--- config.mk ---
export PLATFORM = sky130hd
export DESIGN_NAME = mem_access_unit_flat
export DESIGN_NICKNAME = d
export VERILOG_FILES = /design/src/rtl/mem_access_unit_if.sv /design/src/rtl/mem_access_unit.sv /design/src/flat_wrapper.sv
export SDC_FILE = /design/constraint.sdc
export NUM_CORES = 1
export LEC_CHECK = 0
export ABC_CLOCK_PERIOD_IN_PS = 1400
export CAP_MARGIN = 20
export CORE_MARGIN = 2
export CORE_UTILIZATION = 40
export DETAILED_ROUTE_END_ITERATION = 8
export DONT_BUFFER_PORTS = 1
export PLACE_DENSITY = 0.52
export SLEW_MARGIN = 20
export SYNTH_ARGS = -nofsm -noshare
export SYNTH_HDL_FRONTEND = slang
export SYNTH_SLANG_ARGS = --single-unit
--- constraint.sdc ---
create_clock -name clk -period 1.4 [get_ports clk]
set_input_delay 0.28 -clock clk [delete_from_list [all_inputs] [get_ports clk]]
set_output_delay 0.28 -clock clk [all_outputs]
set_load 0.1 [all_outputs]
--- src/rtl/mem_access_unit_if.sv ---
// Word-wide data bus between the MEM stage and memory.
// The master (mem_access_unit) issues requests; the slave grants them and returns read data.
interface mem_access_unit_if;
  logic        bus_req;
  logic        bus_we;
  logic [31:0] bus_addr;
  logic [31:0] bus_wdata;
  logic        bus_gnt;
  logic        bus_rvalid;
  logic [31:0] bus_rdata;

  modport master (
    output bus_req, bus_we, bus_addr, bus_wdata,
    input  bus_gnt, bus_rvalid, bus_rdata
  );

  modport slave (
    input  bus_req, bus_we, bus_addr, bus_wdata,
    output bus_gnt, bus_rvalid, bus_rdata
  );
endinterface

--- src/rtl/mem_access_unit.sv ---
// mem_access_unit: MEM pipeline stage.
// - Runs loads and stores on a variable-latency word bus.
// - Stalls upstream until each access completes.
// - Holds the MEM/WB register, with the write-back data already selected.
// Optional feature macro MEM_TIMEOUT_EN adds a bus-response watchdog:
//   on expiry the access completes with 32'hDEADBEEF and bus_err is set sticky.
module mem_access_unit #(
  parameter int TIMEOUT_CYCLES = 255
) (
  input  logic        clk,
  input  logic        reset,
  input  logic        MEM_MemRead,
  input  logic        MEM_MemWrite,
  input  logic        MEM_RegWrite,
  input  logic [1:0]  MEM_MemtoReg,
  input  logic [31:0] MEM_ALU_out,
  input  logic [31:0] MEM_Data_in2,
  input  logic [31:0] MEM_PC_plus_4,
  input  logic [4:0]  MEM_Write_register,
  output logic        mem_stall,
  mem_access_unit_if.master bus,
  output logic        WB_RegWrite,
  output logic [4:0]  WB_Write_register,
  output logic [31:0] WB_Write_data,
  output logic        bus_err
);

  typedef enum logic [1:0] {IDLE, RESP, DONE} state_t;

  state_t      state_q, state_d;
  logic [31:0] rdata_q, rdata_d;
  logic        wb_regwrite_q, wb_regwrite_d;
  logic [4:0]  wb_dest_q, wb_dest_d;
  logic [31:0] wb_data_q, wb_data_d;
  logic [31:0] wb_sel;

  logic pending, is_write, idle_req, stall, to_hit;

  // A request with both bits set is treated as a write.
  assign pending  = MEM_MemRead | MEM_MemWrite;
  assign is_write = MEM_MemWrite;
  assign idle_req = (state_q == IDLE) && pending;
  assign stall    = idle_req || (state_q == RESP);

  // The request is gated by reset so that it drops the moment reset asserts.
  // It does not wait for the asynchronous state clear to propagate.
  assign bus.bus_req   = reset & idle_req;
  assign bus.bus_we    = is_write;
  assign bus.bus_addr  = {MEM_ALU_out[31:2], 2'b00};
  assign bus.bus_wdata = MEM_Data_in2;
  assign mem_stall     = reset & stall;

`ifdef MEM_TIMEOUT_EN
  localparam logic [7:0] TO_LAST = 8'(TIMEOUT_CYCLES - 1);

  logic [7:0] cnt_q, cnt_d;
  logic       err_q, err_d;
  logic       counting;

  // Count cycles spent waiting on the bus.
  // Expiry fires on the TIMEOUT_CYCLES-th waiting cycle.
  assign counting = idle_req || (state_q == RESP);
  assign to_hit   = counting && (cnt_q == TO_LAST);

  // Next watchdog count and sticky error flag.
  always_comb begin
    cnt_d = counting ? cnt_q + 8'd1 : 8'd0;
    err_d = err_q | to_hit;
  end

  // Watchdog registers.
  always_ff @(posedge clk or negedge reset) begin
    if (!reset) begin
      cnt_q <= 8'd0;
      err_q <= 1'b0;
    end else begin
      cnt_q <= cnt_d;
      err_q <= err_d;
    end
  end

  assign bus_err = err_q;
`else
  // Without the watchdog the limit has no meaning. It is kept only to hold the parameter list stable.
  localparam int timeout_unused = TIMEOUT_CYCLES;
  assign to_hit  = 1'b0;
  assign bus_err = 1'b0;
`endif

  // Access sequencing.
  // Watchdog expiry overrides any bus event in the same cycle.
  always_comb begin
    state_d = state_q;
    rdata_d = rdata_q;
    unique case (state_q)
      IDLE:    if (pending && bus.bus_gnt) state_d = is_write ? DONE : RESP;
      RESP:    if (bus.bus_rvalid) begin
                 rdata_d = bus.bus_rdata;
                 state_d = DONE;
               end
      DONE:    state_d = IDLE;
      default: state_d = IDLE;
    endcase
    if (to_hit) begin
      state_d = DONE;
      rdata_d = 32'hDEADBEEF;
    end
  end

  // Write-back source select.
  // MemtoReg 11 falls through to the ALU result.
  always_comb begin
    unique case (MEM_MemtoReg)
      2'b01:   wb_sel = rdata_q;
      2'b10:   wb_sel = MEM_PC_plus_4;
      default: wb_sel = MEM_ALU_out;
    endcase
  end

  // MEM/WB next value.
  // A stall inserts a bubble by clearing RegWrite and holding the other fields.
  always_comb begin
    wb_regwrite_d = stall ? 1'b0      : MEM_RegWrite;
    wb_dest_d     = stall ? wb_dest_q : MEM_Write_register;
    wb_data_d     = stall ? wb_data_q : wb_sel;
  end

  // State, read-data and MEM/WB registers.
  always_ff @(posedge clk or negedge reset) begin
    if (!reset) begin
      state_q       <= IDLE;
      rdata_q       <= 32'd0;
      wb_regwrite_q <= 1'b0;
      wb_dest_q     <= 5'd0;
      wb_data_q     <= 32'd0;
    end else begin
      state_q       <= state_d;
      rdata_q       <= rdata_d;
      wb_regwrite_q <= wb_regwrite_d;
      wb_dest_q     <= wb_dest_d;
      wb_data_q     <= wb_data_d;
    end
  end

  assign WB_RegWrite       = wb_regwrite_q;
  assign WB_Write_register = wb_dest_q;
  assign WB_Write_data     = wb_data_q;

endmodule

--- src/flat_wrapper.sv ---
// flat-port wrapper written by rule: the top's interface ports become plain ports
module mem_access_unit_flat 
#(
  parameter int TIMEOUT_CYCLES = 255
)
  (clk, reset, MEM_MemRead, MEM_MemWrite, MEM_RegWrite, MEM_MemtoReg, MEM_ALU_out, MEM_Data_in2, MEM_PC_plus_4, MEM_Write_register, mem_stall, WB_RegWrite, WB_Write_register, WB_Write_data, bus_err, bus_bus_req, bus_bus_we, bus_bus_addr, bus_bus_wdata, bus_bus_gnt, bus_bus_rvalid, bus_bus_rdata);
  mem_access_unit_if bus_i ();
  input  logic clk;
  input  logic reset;
  input  logic MEM_MemRead;
  input  logic MEM_MemWrite;
  input  logic MEM_RegWrite;
  input  logic [1:0] MEM_MemtoReg;
  input  logic [31:0] MEM_ALU_out;
  input  logic [31:0] MEM_Data_in2;
  input  logic [31:0] MEM_PC_plus_4;
  input  logic [4:0] MEM_Write_register;
  output logic mem_stall;
  output logic WB_RegWrite;
  output logic [4:0] WB_Write_register;
  output logic [31:0] WB_Write_data;
  output logic bus_err;
  output wire logic [$bits(bus_i.bus_req)-1:0] bus_bus_req;
  output wire logic [$bits(bus_i.bus_we)-1:0] bus_bus_we;
  output wire logic [$bits(bus_i.bus_addr)-1:0] bus_bus_addr;
  output wire logic [$bits(bus_i.bus_wdata)-1:0] bus_bus_wdata;
  input wire logic [$bits(bus_i.bus_gnt)-1:0] bus_bus_gnt;
  input wire logic [$bits(bus_i.bus_rvalid)-1:0] bus_bus_rvalid;
  input wire logic [$bits(bus_i.bus_rdata)-1:0] bus_bus_rdata;
  assign bus_bus_req = bus_i.bus_req;
  assign bus_bus_we = bus_i.bus_we;
  assign bus_bus_addr = bus_i.bus_addr;
  assign bus_bus_wdata = bus_i.bus_wdata;
  assign bus_i.bus_gnt = bus_bus_gnt;
  assign bus_i.bus_rvalid = bus_bus_rvalid;
  assign bus_i.bus_rdata = bus_bus_rdata;
  mem_access_unit #(.TIMEOUT_CYCLES(TIMEOUT_CYCLES)) u_core (.clk(clk), .reset(reset), .MEM_MemRead(MEM_MemRead), .MEM_MemWrite(MEM_MemWrite), .MEM_RegWrite(MEM_RegWrite), .MEM_MemtoReg(MEM_MemtoReg), .MEM_ALU_out(MEM_ALU_out), .MEM_Data_in2(MEM_Data_in2), .MEM_PC_plus_4(MEM_PC_plus_4), .MEM_Write_register(MEM_Write_register), .mem_stall(mem_stall), .bus(bus_i), .WB_RegWrite(WB_RegWrite), .WB_Write_register(WB_Write_register), .WB_Write_data(WB_Write_data), .bus_err(bus_err));
endmodule
==> impl_metrics.yaml <==
layout:
  n_antenna_cell: 0
  regArea_um2: 1800
  syn_to_final_growth_pct: 19.6
  multi_input_area_um2: 1690
  drive_gt1_share_pct: 46.2
  final_util_pct: 48.9
  fillers: 923
  layout.nets: 477
critical_path:
  start_kind: "flip-flop"
  worstPathRequired_ns: 1.12
  cp_slowest_cell: "dfrtp_2"
  crit_buf_inv: 2
  arrival_ns: 1.44
  cp_top_family: "flip-flops"
  path_cells: "buf_6 > nor4b_4 > buf_12"
  worstSetupPathType: "reg2out"
  cp_max_fo: 4
  worst_setup_path_end_kind: "output port"
  slowest_delay_ns: 0.43
routing:
  vias: 2468
  drtPass1Iterations: 4
  drc: 0
  wl_um: 9290
  ant_nets: 0
  drtIter0Drc: 135
  viasPerCell: 5.24
  wl_per_cell_um: 19.7
yosys:
  netlist_top_cells_count: "72 x dfrtp_1, 66 x buf_4, 32 x a22oi_1, 32 x nand2_1, 32 x o21ai_0"
  yosys_warnings: 0
  netlist_area_um2: 3980
  yosysTopAreaCell: "dfrtp_1"
  synth_top_area_share_pct: 45.3
  synth.area.top_cells: "dfrtp_1 45%, buf_4 12%, mux2_4 11%"
  synth_cell_types: 25
  ys_seq_elements: 72
  synth_edf_count: 0
  async_flop_share_pct: 100
  synth_cells: 343
  ys.flop_type: "dfrtp_1"
  yosysMostFrequentCell: "dfrtp_1"
  synth.avg_cell_area_um2: 11.6
  seq_area_frac_synth_pct: 45.3
clock_network:
  numCtsBuffers: 9
  clkTransAtPathRegs_ns: 0.08
  clk_latency_ns: 0.35
  htreeDepth: 3
  clockBufferDepth: 2
  cts_tree: "done"
  cts_root_buf: "clkbuf_8"
  cts_sinks: 72
floorplanning:
  core_um2: 9730
  initial_core_util_pct: 40.9
  rows: 36
  io_pins: 248
  die_y_um: 104
  dieWidth_um: 104
  dieArea_um2: 10800
sta:
  max_freq_mhz: 582
  fin_crit_sh_pct: 123
  finClkSkew_ns: 0.00801
  finalHoldViolations: 72
  tns_ns: -3.46
  fin_crit_ns: 1.72
  fin_ws_ns: -0.317
  hold-worst-slack_ns: -0.383
  rsz0062_at_grt: "true"
  setup_viol: 65
  slew_viol_final: 0
power:
  ir_drop_v: 0.000872
  power.density_nw_per_um2: 2000
  leakage_nw: 2.29
place:
  routabilityCongestion: 0.763
  place_ws_ns: -0.0632
  io_buffer_count: 0
  dp_hpwl_um: 6330
global_routing:
  grt_max_degree: 75
  track_usage_pct: 16.9
  grt_pass1_vias: 2633
  grt_pass1_wl_um: 14200
  grt_overflow: 0
  antenna_found_initial: 0
status:
  outcome: "complete, but fails checks"
  violations: "hold timing, setup timing"
run:
  cap_violations: 0
min_path:
  hold_class: "in2async"
placed cells by master (no fill, tap or decap), drive strengths merged, types with 2 or more instances in the layout:
cell / instances
nor2: 4
a22oi: 32
conb: 3
buf: 62
nand2: 33
clkbuf: 13
mux2: 69
o21ai: 32
inv: 3
dfrtp: 72
ha: 2
clkinv: 3
state kept, by name, indices dropped and copies added, names as in the netlist:
signal and count:
u_core.WB_Write_register 5, u_core.WB_RegWrite 1, u_core.state_q 2, u_core.rdata_q 32, u_core.WB_Write_data 32
routing by layer:
metal / up-vias / global-route usage [%] / routed length (um)
li1: 1102 / - / -
met1: 1210 / 20.4 / 3900
met2: 129 / 27.3 / 4460
met3: 27 / 5.92 / 720
met4: 0 / 7.43 / 206
met5: - / 0 / 0
through the flow:
step           power (mW)  cell area [um2]  hold WS [ns]  instances
5_1_grt              9.94             4760        -0.418        471
3_5_place_dp         7.56             4270       -0.0132        448
2_1_floorplan        7.15             4020       -0.0156        345
4_1_cts              9.27             4510        -0.402        467
3_3_place_gp         7.50             4270       -0.0134        448
6_report             9.52             4760        -0.383        471
layout make-up:
class | count | area share (%)
clock buffers | 11 | 2.97
clock inverters | 5 | 1.18
inverters | 3 | 0.237
multi-input cells | 183 | 35.6
flip-flops and latches | 72 | 37.9
well taps | 133 | 3.50
repair buffers | 64 | 18.6
path summary, 6_finish.rpt:
check	from	endpoint	slack, ns	cells past startpoint
worst max-delay path	u_core.state_q[0]	bus_bus_req	-0.32	3
worst min-delay path	reset	u_core.rdata_q[14]	-0.38	0
worst max register to register	u_core.state_q[0]	u_core.rdata_q[16]	-0.09	5
worst min register to register	u_core.WB_Write_data[27]	u_core.WB_Write_data[27]	0.52	1
max in group asynchronous	reset	u_core.state_q[0]	1.67	0
min in group clk	MEM_RegWrite	u_core.WB_RegWrite	0.07	1
power by group:
group / leakage, nW / switching (mW) / internal, mW
sequential: 0.884 / 0.439 / 2.73
combinational: 1.30 / 2.80 / 1.89
clock: 0.0993 / 0.791 / 0.869
what timing repair did:
action	4_1_cts	5_1_grt
gates cloned	0	2
setup endpoints to repair	47	72
buffers inserted	3	2
pin swaps	3	2
resized for setup	4	49
hold endpoints to repair	72	72
kinds of logic (layout without fill, tap and decap cells):
| group | count (synthesis) | in the layout | synth area share [%] |
|---|---|---|---|
| simple gates | 43 | 43 | 4.56 |
| flops | 72 | 72 | 45.3 |
| buf+inv | 90 | 83 | 16.6 |
| mux | 69 | 69 | 22.4 |
| compound gates | 66 | 66 | 10.4 |
| other cells | 1 | 3 | 0.0943 |
| fa+ha+maj | 2 | 2 | 0.629 |
(Power assumes the default switching activity.)
